File: config.mk
export PLATFORM = sky130hd
export DESIGN_NAME = pipe_ctrl_unit
export DESIGN_NICKNAME = d
export VERILOG_FILES = /design/src/rtl/pipe_ctrl_unit.sv
export SDC_FILE = /design/constraint.sdc
export NUM_CORES = 1
export LEC_CHECK = 0
export CORE_MARGIN = 4
export CORE_UTILIZATION = 45
export DETAILED_ROUTE_END_ITERATION = 16
export PLACE_DENSITY = 0.84
export SYNTH_ARGS = -nofsm -noshare
export SYNTH_HDL_FRONTEND = slang
export SYNTH_SLANG_ARGS = --single-unit
File: constraint.sdc
create_clock -name clk -period 1.77 [get_ports clk]
set_input_delay 0.177 -clock clk [delete_from_list [all_inputs] [get_ports clk]]
set_output_delay 0.177 -clock clk [all_outputs]
set_load 0.05 [all_outputs]
File: src/rtl/pipe_ctrl_unit.sv
// Pipelined main control unit for a 5-stage MIPS-style core.
//
// Decodes the ID-stage opcode into a control bundle and carries it through the
// ID/EX, EX/MEM and MEM/WB registers together with the destination register. It
// also detects load-use and control hazards and produces the EX-stage operand
// forwarding selects.
//
// Ports:
//   clk, rst_n                 clock (rising edge), async active-low reset
//   id_valid, id_opcode        IF/ID holds a real instruction / its opcode field
//   id_rs, id_rt, id_rd        register fields of the ID instruction
//   ex_br_taken                EX resolved a taken beq
//   stall, flush_ifid          hold PC + IF/ID / squash IF/ID this cycle
//   id_illegal, err_sticky     undefined opcode in ID / latched illegal flag
//   ex_*                       EX-stage controls and destination
//   mem_*                      MEM-stage controls and destination
//   wb_*                       WB-stage controls and destination
//   fwd_a, fwd_b               EX operand select: 00 regfile, 10 EX/MEM, 01 MEM/WB
module pipe_ctrl_unit #(
    parameter int unsigned OPW    = 6,
    parameter int unsigned RAW    = 5,
    parameter int unsigned ALUOPW = 2,
    parameter int unsigned MTRW   = 2
) (
    input  logic              clk,
    input  logic              rst_n,
    input  logic              id_valid,
    input  logic [OPW-1:0]    id_opcode,
    input  logic [RAW-1:0]    id_rs,
    input  logic [RAW-1:0]    id_rt,
    input  logic [RAW-1:0]    id_rd,
    input  logic              ex_br_taken,
    output logic              stall,
    output logic              flush_ifid,
    output logic              id_illegal,
    output logic              err_sticky,
    output logic              ex_regDest,
    output logic              ex_ALUSrc,
    output logic              ex_branch,
    output logic              ex_jump,
    output logic [ALUOPW-1:0] ex_ALUOp,
    output logic [RAW-1:0]    ex_wr_reg,
    output logic              mem_MemRead,
    output logic              mem_MemWrite,
    output logic [RAW-1:0]    mem_wr_reg,
    output logic              wb_RegWrite,
    output logic [MTRW-1:0]   wb_MemtoReg,
    output logic [RAW-1:0]    wb_wr_reg,
    output logic [1:0]        fwd_a,
    output logic [1:0]        fwd_b
);

    localparam logic [OPW-1:0] OpRtype = 6'b000000;
    localparam logic [OPW-1:0] OpLw    = 6'b100011;
    localparam logic [OPW-1:0] OpSw    = 6'b101011;
    localparam logic [OPW-1:0] OpBeq   = 6'b000100;
    localparam logic [OPW-1:0] OpJ     = 6'b000010;
    localparam logic [OPW-1:0] OpAddi  = 6'b001000;
    localparam logic [OPW-1:0] OpOri   = 6'b001101;
    localparam logic [OPW-1:0] OpSlti  = 6'b001010;
    localparam logic [OPW-1:0] OpLui   = 6'b001111;

    localparam logic [ALUOPW-1:0] AluAdd = 2'b00;
    localparam logic [ALUOPW-1:0] AluSub = 2'b01;
    localparam logic [ALUOPW-1:0] AluR   = 2'b10;
    localparam logic [ALUOPW-1:0] AluImm = 2'b11;

    localparam logic [MTRW-1:0] MtrMem = 2'b01;
    localparam logic [MTRW-1:0] MtrLui = 2'b10;

    typedef struct packed {
        logic              reg_dest;
        logic              reg_write;
        logic              alu_src;
        logic [ALUOPW-1:0] alu_op;
        logic              mem_read;
        logic              mem_write;
        logic [MTRW-1:0]   mem_to_reg;
        logic              branch;
        logic              jump;
    } ctrl_t;

    ctrl_t          dec;
    logic           legal;
    logic           uses_rt;
    logic [RAW-1:0] id_wr_reg;
    logic           load_use;
    logic           bubble;

    // ID/EX
    ctrl_t          ex_ctrl_q, ex_ctrl_d;
    logic [RAW-1:0] ex_wr_reg_q, ex_wr_reg_d;
    logic [RAW-1:0] ex_rs_q, ex_rs_d;
    logic [RAW-1:0] ex_rt_q, ex_rt_d;
    // EX/MEM
    logic            mem_mem_read_q, mem_mem_write_q, mem_reg_write_q;
    logic [MTRW-1:0] mem_mem_to_reg_q;
    logic [RAW-1:0]  mem_wr_reg_q;
    // MEM/WB
    logic            wb_reg_write_q;
    logic [MTRW-1:0] wb_mem_to_reg_q;
    logic [RAW-1:0]  wb_wr_reg_q;
    logic            err_sticky_q, err_sticky_d;

    // Decode. uses_rt marks opcodes that read rt as a source operand.
    always_comb begin
        dec     = '0;
        legal   = 1'b1;
        uses_rt = 1'b0;
        case (id_opcode)
            OpRtype: begin
                dec.reg_dest  = 1'b1;
                dec.reg_write = 1'b1;
                dec.alu_op    = AluR;
                uses_rt       = 1'b1;
            end
            OpLw: begin
                dec.reg_write  = 1'b1;
                dec.alu_src    = 1'b1;
                dec.alu_op     = AluAdd;
                dec.mem_read   = 1'b1;
                dec.mem_to_reg = MtrMem;
            end
            OpSw: begin
                dec.alu_src   = 1'b1;
                dec.alu_op    = AluAdd;
                dec.mem_write = 1'b1;
                uses_rt       = 1'b1;
            end
            OpBeq: begin
                dec.alu_op = AluSub;
                dec.branch = 1'b1;
                uses_rt    = 1'b1;
            end
            OpJ: begin
                dec.jump = 1'b1;
            end
            OpAddi, OpOri, OpSlti: begin
                dec.reg_write = 1'b1;
                dec.alu_src   = 1'b1;
                dec.alu_op    = AluImm;
            end
            OpLui: begin
                dec.reg_write  = 1'b1;
                dec.alu_src    = 1'b1;
                dec.alu_op     = AluAdd;
                dec.mem_to_reg = MtrLui;
            end
            default: legal = 1'b0;
        endcase
    end

    assign id_illegal = id_valid & ~legal;
    assign id_wr_reg  = dec.reg_dest ? id_rd : id_rt;

    // A load in EX whose result the ID instruction needs forces a one-cycle hold.
    assign load_use = ex_ctrl_q.mem_read && (ex_wr_reg_q != '0) &&
                      ((ex_wr_reg_q == id_rs) || ((ex_wr_reg_q == id_rt) && uses_rt));

    // A taken branch squashes the ID instruction anyway, so it overrides the stall.
    assign stall      = load_use & ~ex_br_taken;
    assign flush_ifid = ex_br_taken | (id_valid & (id_opcode == OpJ));
    assign bubble     = ~id_valid | id_illegal | stall | ex_br_taken;

    always_comb begin
        ex_ctrl_d    = '0;
        ex_wr_reg_d  = '0;
        ex_rs_d      = '0;
        ex_rt_d      = '0;
        if (!bubble) begin
            ex_ctrl_d   = dec;
            ex_wr_reg_d = id_wr_reg;
            ex_rs_d     = id_rs;
            ex_rt_d     = id_rt;
        end
    end

    assign err_sticky_d = err_sticky_q | id_illegal;

    always_ff @(posedge clk or negedge rst_n) begin
        if (!rst_n) begin
            ex_ctrl_q        <= '0;
            ex_wr_reg_q      <= '0;
            ex_rs_q          <= '0;
            ex_rt_q          <= '0;
            mem_mem_read_q   <= 1'b0;
            mem_mem_write_q  <= 1'b0;
            mem_reg_write_q  <= 1'b0;
            mem_mem_to_reg_q <= '0;
            mem_wr_reg_q     <= '0;
            wb_reg_write_q   <= 1'b0;
            wb_mem_to_reg_q  <= '0;
            wb_wr_reg_q      <= '0;
            err_sticky_q     <= 1'b0;
        end else begin
            ex_ctrl_q        <= ex_ctrl_d;
            ex_wr_reg_q      <= ex_wr_reg_d;
            ex_rs_q          <= ex_rs_d;
            ex_rt_q          <= ex_rt_d;
            mem_mem_read_q   <= ex_ctrl_q.mem_read;
            mem_mem_write_q  <= ex_ctrl_q.mem_write;
            mem_reg_write_q  <= ex_ctrl_q.reg_write;
            mem_mem_to_reg_q <= ex_ctrl_q.mem_to_reg;
            mem_wr_reg_q     <= ex_wr_reg_q;
            wb_reg_write_q   <= mem_reg_write_q;
            wb_mem_to_reg_q  <= mem_mem_to_reg_q;
            wb_wr_reg_q      <= mem_wr_reg_q;
            err_sticky_q     <= err_sticky_d;
        end
    end

    // Younger result (EX/MEM) wins; r0 is hardwired and never forwarded.
    function automatic logic [1:0] fwd_sel(input logic [RAW-1:0] src);
        logic [1:0] sel;
        sel = 2'b00;
        if (mem_reg_write_q && (mem_wr_reg_q != '0) && (mem_wr_reg_q == src)) begin
            sel = 2'b10;
        end else if (wb_reg_write_q && (wb_wr_reg_q != '0) && (wb_wr_reg_q == src)) begin
            sel = 2'b01;
        end
        return sel;
    endfunction

    assign fwd_a = fwd_sel(ex_rs_q);
    assign fwd_b = fwd_sel(ex_rt_q);

    assign ex_regDest   = ex_ctrl_q.reg_dest;
    assign ex_ALUSrc    = ex_ctrl_q.alu_src;
    assign ex_branch    = ex_ctrl_q.branch;
    assign ex_jump      = ex_ctrl_q.jump;
    assign ex_ALUOp     = ex_ctrl_q.alu_op;
    assign ex_wr_reg    = ex_wr_reg_q;
    assign mem_MemRead  = mem_mem_read_q;
    assign mem_MemWrite = mem_mem_write_q;
    assign mem_wr_reg   = mem_wr_reg_q;
    assign wb_RegWrite  = wb_reg_write_q;
    assign wb_MemtoReg  = wb_mem_to_reg_q;
    assign wb_wr_reg    = wb_wr_reg_q;
    assign err_sticky   = err_sticky_q;

endmodule

==> results of run 1 <==
==> routing by layer <==
layer	vias to the layer above	track usage [%]	part of all wire [%]	routed length, µm
met2	68	36.5	54	3210
met4	0	8.74	3.9	233
li1	802	-	-	-
met3	22	5.87	6.2	365
met5	-	0	0	0
met1	837	22.2	36	2120
==> final cells by class <==
type / count / area [µm²] / share of cell area, %
sequential: 45 / 1140 / 33.6
timing repair buffer: 102 / 971 / 28.6
multi-input combinational: 112 / 1050 / 30.9
tap: 52 / 65.1 / 1.92
clock buffer: 7 / 86.3 / 2.55
inverter: 14 / 52.6 / 1.55
clock inverter: 1 / 30.0 / 0.885
==> logic make-up (layout without fill, tap and decap cells) <==
| group | count (synthesis) | count (layout) |
|---|---|---|
| and+or+nand+nor | 63 | 64 |
| DFF | 45 | 45 |
| xor gates and xnor gates | 31 | 31 |
| buffers and inverters | 21 | 124 |
| AOI/OAI and AO/OA | 12 | 12 |
| muxes | 5 | 5 |
==> power groups by stage <==
stage | clock network, W | logic [W] | registers, W
4_1_cts | 0.000797 | 0.000286 | 0.00104
5_1_grt | 0.000858 | 0.000330 | 0.00105
3_5_place_dp | 0 | 0.000276 | 0.00106
2_1_floorplan | 0 | 0.0000980 | 0.00108
3_3_place_gp | 0 | 0.000270 | 0.00106
6_report | 0.000791 | 0.000310 | 0.00105
==> metrics by stage <==
stage,setup TNS (ns),cells,area [µm²]
after floorplan,-0.835,177,2120
after detailed placement,-5.71,314,2990
after CTS,-1.04,328,3220
after global routing,-6.00,333,3390
after global placement,-4.44,314,2990
final,-3.34,333,3390
==> how the worst max path moves through the flow <==
stage                       endpoint          start  slack [ns]
after floorplan             fwd_b[0]  mem_wr_reg[1]       -0.39
after CTS                   fwd_a[0]   wb_wr_reg[2]       -0.39
after global routing        fwd_a[0]   wb_wr_reg[4]       -0.44
final                       fwd_a[0]   wb_wr_reg[4]       -0.37
after global placement    ex_regDest   id_opcode[5]       -0.19
after detailed placement  ex_rs_q[1]   id_opcode[5]       -0.23
==> worst reg2reg max path, stage by stage, from the launching register on <==
cell and delay, ns:
dfrtp_1 0.44, buf_6 0.15, nor3_1 0.27, a21oi_1 0.16, nand4b_1 0.16, buf_4 0.16
nand3_4 0.16, buf_12 0.21, nor2_1 0.12
==> cells in the mapped netlist, types with 3 or more instances <==
| library cell | n | area, µm² |
|---|---|---|
| dfrtp_1 | 45 | 1130 |
| nor2_1 | 24 | 90.1 |
| xor2_1 | 22 | 193 |
| inv_1 | 14 | 52.6 |
| nor4_1 | 9 | 56.3 |
| xnor2_1 | 9 | 78.8 |
| mux2i_1 | 5 | 50.1 |
| nor3_1 | 5 | 25.0 |
| nand3_1 | 4 | 20.0 |
| or4_1 | 4 | 30.0 |
| a21oi_1 | 3 | 15.0 |
| nand2_1 | 3 | 11.3 |
| o21ai_0 | 3 | 15.0 |
==> timing repair <==
action,4_1_cts,5_1_grt
buffers inserted,5,3
setup endpoints to repair,7,27
endpoints found under the hold margin,25,0
pin swaps,11,14
resized for setup,17,26
hold buffers,1,0
cloned,0,2
==> impl_results.md, run 1 <==
- Reg-to-reg startpoint: ex_wr_reg[1]
- Multiplexer area fraction after synthesis: under 10%
- All-Layer GR Usage: between 20 and 25%
- Clock share of power: 36.9%
- Area Growth Syn to Fin: 67.1%
- Slowest stage delay, CP: 0.53 ns
- CTS tree: yes
- Htree depth: 2
- Highest-delay cell along the critical path: or4_4
- Nets: just over 300
- RSZ-0062 raised after global routing: true
- Yosys reg bits: 45
- Yosys cell types: 35
- Net switching power: just over 0.0005 W
- XOR/XNOR share of the synthesized area: 13.4%
- Cell family with most CP delay: simple AND/OR/NAND/NOR gates
- Max VDD drop: around 700 µV
- Clock Skews: roughly 0.005 ns
- Residual DRC count: 0
- Final min period: between 2 and 2.5 ns
- Hold path endpoint: ex_ctrl_q[5]
- Mapped Nets: 202
- Commonest non-fill, non-tap cells in the layout: buf_4 (52), dfrtp_1 (34), clkdlybuf4s50_1 (29)
- Clock tree sinks: 45
- Compound-Gate Fraction of Synth Area: 3.76%
- Leakage: roughly 1.7 nW
- Fmax: between 400 and 500 MHz
- Synth async-reset ratio: 100%
- Global route overflow: 0
- Power Internal: 0.00164 W
- Reg2reg path depth: 8
- Adder-cell area share of the yosys netlist: 0%
- Avg Cell Area, Syn: between 10 and 15 µm²
- Worst reg2reg endpoint: ex_wr_reg[4]
- Largest net degree at the start of global routing: 28
- Longest Clk Path Bufs: 2
- Initial DRT Pass Iterations: 5
- Failing checks: setup timing
- IO Pins: 59
- Final Cycle Share: 121%
- Main combinational cell family by area after synthesis: simple AND/OR/NAND/NOR gates
- Least-Margin Pin Slew: 0.619 ns
- Comb power frac: about 14%
- CP Class: reg -> out
- Synth Flop Type: dfrtp_1
- Max-slew headroom: about three fifths
- Detail Route Antenna Nets: 0
- Routed length per instance: 17.8 µm
- Sequential share of the synthesized area: a little under three fifths
- Crit. path cell count: 4
- Worst hold path type: in -> reg
- Detailed Route WL: a little under 6 mm
- Sequential share of power: between 40% and 50%
- Worst-Skew Late Latency: roughly 0.30 ns
- Starting density of the core: between 40 and 50%
- Worst EP required: around 1.6 ns
- Sw frac: 23.5%
- DIE AREA: between 5000 and 6000 µm²
- Hold Path Origin: id_opcode[4]
- Die H: ~75 µm
- Final-report hold violation count: 0
- Initial DRC Count: 90
- Root Buffer: clkbuf_8
- Port bufs: 58
- CP max FO: 4
- Max-slew violations: 0
- Vias per cell: 5.19
- Max Cap Viol: 0
- Post-Synthesis Cells: 177
- Ratio of cells with drive above 1 in the final layout: a little over two fifths
- Synthesized area: approximately 2000 µm²
- Final GP Congestion: ~0.86
- CTS buffer count: 5
- Initial antenna violation count: 0
- Hold slack: roughly 0.29 ns
- Reg2reg setup slack: -0.12 ns
- Ant diodes: 0
- First-pass GRT wire length: about 8.3 mm
- Buf+Inv Stages, Crit Path: 1
- Fraction of the mapped netlist area in simple logic gates: between 10% and 20%
- # rows: 24
- Fillers: 269
- Crit path DAT: 1.96 ns
- Clock Pin Slew Worst Setup and Hold Paths: around 0.08 ns
- Status: finished with violations
- Hold path cells: 3
- Leading cell type in the layout, fill and taps excluded: buf_4
- Crit-path cells: xor2_1 -> or4_4 -> nor4_4 -> buf_12
- Vias: around 1700
- Vias in the first global route: ~1700
- Final setup fails: 29
- Critical Path Start Type: flip-flop
- Pwr Density: around 630 nW/µm²
- Dpl hpwl: 3.88 mm
- Core Area: about 4400 µm²
- Worst slack, placed: -0.232 ns
- Fin util: 77.9%
- Crit end category: output port
- Final worst slack: -0.369 ns
- EDFF count, synth: 0
- YS warnings: 0
- Chip Width: ~75 µm
- Total power: about 0.0021 W
Note: power is estimated with default switching activity, not from simulation.
==> run 2: changes to the inputs <==
==> constraint.sdc (replaced) <==
create_clock -name clk -period 2.51 [get_ports clk]
set_input_delay 0.251 -clock clk [delete_from_list [all_inputs] [get_ports clk]]
set_output_delay 0.251 -clock clk [all_outputs]
set_load 0.05 [all_outputs]
==> run 2 against run 1 <==
Sequential power decreased by 30%. Total power decreased by 37%. Core utilization decreased by 13 points. Non-clock buffer count decreased by 41. Critical path type unchanged. Die area unchanged. Via count decreased by 14%. The run now ends clean. Sequential share of layout area increased by 6.1 points. Routed wire length decreased by 24%.
==> impl_results.md, run 2 (synthesized netlist as in run 1, its figures left out) <==
- Status: complete, no violations
- Hold slack: 0.0976 ns (-0.189 ns)
- Die H: 75.2 µm (unchanged)
- RSZ-0062 raised after global routing: false
- Detail Route Antenna Nets: 0 (unchanged)
- Top Layer Used: met4
- Detailed Route WL: 4.49 mm (-24%)
- Largest net degree at the start of global routing: 46 (+64%)
- Vias: 1495 (-14%)
- Power Internal: 0.00100 W (-39%)
- Commonest non-fill, non-tap cells in the layout: clkdlybuf4s50_1 (50), dfrtp_1 (45), nor2_1 (24)
- Worst slack, placed: 0.127 ns (+0.360 ns)
- Leading cell type in the layout, fill and taps excluded: clkdlybuf4s50_1
- Residual DRC count: 0 (unchanged)
- CP max FO: 5 (+1)
- Final setup fails: 0 (-100%)
- Dpl hpwl: 3.47 mm (-11%)
- Final worst slack: 0.136 ns (+0.506 ns)
- Critical Path Start Type: flip-flop
- Sw frac: 25.5% (+2.1 points)
- Leakage: 1.37 nW (-20%)
- Max-slew violations: 0 (unchanged)
- Reg2reg setup slack: 0.74 ns (+0.86 ns)
- Final min period: 2.37 ns
- Routed length per instance: 15.4 µm (-13%)
- DIE AREA: 5650 µm² (unchanged)
- Sequential share of power: 54.7% (+6.0 points)
- Pwr Density: 475 nW/µm² (-25%)
- Vias in the first global route: 1481 (-14%)
- Least-Margin Pin Slew: 0.949 ns (+0.330 ns)
- Met3 wire len: 248 µm (-32%)
- Nets: 263 (-14%)
- CP Class: reg -> out
- Comb power frac: 12.6% (-1.8 points)
- IO Pins: 59 (unchanged)
- Final-report hold violation count: 0 (unchanged)
- Final setup TNS: 0 ns (+3.34 ns)
- Post-CTS sizing: 0 (-17)
- Setup Buffers After CTS: 0 (-5)
- Final GP Congestion: 0.800 (-7.3%)
- # rows: 24 (unchanged)
- Chip Width: 75.2 µm (unchanged)
- Worst EP required: 2.26 ns (+0.67 ns)
- Met2 Wirelength: 2.37 mm (-26%)
- Crit path DAT: 2.12 ns (+0.16 ns)
- Hold_buf cts: 0 (-1)
- Core Area: 4350 µm² (unchanged)
- Fmax: between 400 and 500 MHz
- CTS tree: yes
- Global route overflow: 0 (unchanged)
- Worst-Skew Late Latency: 0.29 ns (about the same)
- Final Cycle Share: between 90 and 100%
- First-pass GRT wire length: 7.26 mm (-12%)
- Worst reg2reg endpoint: ex_ALUSrc
- Root Buffer: clkbuf_8
- Area Growth Syn to Fin: 39.8%
- Reg2reg path depth: 5 (-3)
- Initial DRT Pass Iterations: 5 (unchanged)
- Clock Skews: 0.00423 ns (-0.000722 ns)
- Max-slew headroom: 36.7% (-22 points)
- Vias per cell: 5.14 (-1.1%)
- Longest Clk Path Bufs: 2 (unchanged)
- Initial antenna violation count: 0 (unchanged)
- Max Cap Viol: 0 (unchanged)
- Clock tree sinks: 45 (unchanged)
- Crit end category: output port
- Starting density of the core: 46.6% (unchanged)
- WL met1: 1.82 mm (-14%)
- Clock share of power: 32.7% (-4.2 points)
- Worst hold path type: in -> async
- All-Layer GR Usage: 17.3% (-3.0 points)
- Initial DRC Count: 74 (-18%)
- Htree depth: 2 (unchanged)
- Ratio of cells with drive above 1 in the final layout: 14.2% (-29 points)
- Total power: 0.00135 W (-37%)
- Net switching power: 0.000344 W (-32%)
- Clock Pin Slew Worst Setup and Hold Paths: 0.08 ns (about the same)
- CTS buffer count: 5 (unchanged)
- Max VDD drop: 303 µV (-57%)
- Ant diodes: 0 (unchanged)
- Port bufs: 58 (unchanged)
- Reg-to-reg startpoint: ex_wr_reg[4]
==> run 2: critical path, cell delays in order (launching register included) <==
cell and delay, ns:
dfrtp_1 0.44, or4_1 0.53, o21ai_1 0.36, nor4_4 0.12, nor4_4 0.20, buf_12 0.18
==> run 2: per-layer routing <==
metal / GRT usage, % / vias to the layer above
met2: 29.6 / 44
met5: 0 / -
li1: - / 714
met4: 5.24 / 0
met1: 22.3 / 731
met3: 3.20 / 6
==> run 2: worst max path at each step <==
stage	start	endpoint	cells after the start
after CTS	mem_wr_reg[1]	fwd_a[0]	5
after global routing	mem_wr_reg[2]	fwd_a[0]	5
after detailed placement	id_opcode[0]	ex_ctrl_q[2]	6
final	mem_wr_reg[1]	fwd_a[0]	5
after global placement	id_opcode[0]	ex_ctrl_q[5]	6
after floorplan	mem_wr_reg[1]	fwd_a[0]	4
==> run 2: power by group through the flow <==
stage / clock network [W] / registers (W) / logic (W)
3_3_place_gp: 0 / 0.000752 / 0.000167
5_1_grt: 0.000486 / 0.000739 / 0.000185
4_1_cts: 0.000447 / 0.000738 / 0.000172
2_1_floorplan: 0 / 0.000763 / 0.0000683
3_5_place_dp: 0 / 0.000752 / 0.000170
6_report: 0.000441 / 0.000738 / 0.000170
==> run 2: cell type report <==
cell class | count | area [µm²]
clock inverter | 3 | 21.3
multi-input combinational | 111 | 860
timing repair buffer | 61 | 643
tap | 52 | 65.1
inverter | 14 | 52.6
sequential | 45 | 1130
clock buffer | 5 | 68.8
fill | 329 | 1520
==> run 2: through the flow <==
step                util [%]  cells  area [µm²]
global placement        63.1    283        2750
detailed placement      63.1    283        2750
finish                  65.1    291        2840
floorplan                  -    177        2090
global route            65.1    291        2840
CTS                     65.1    291        2840
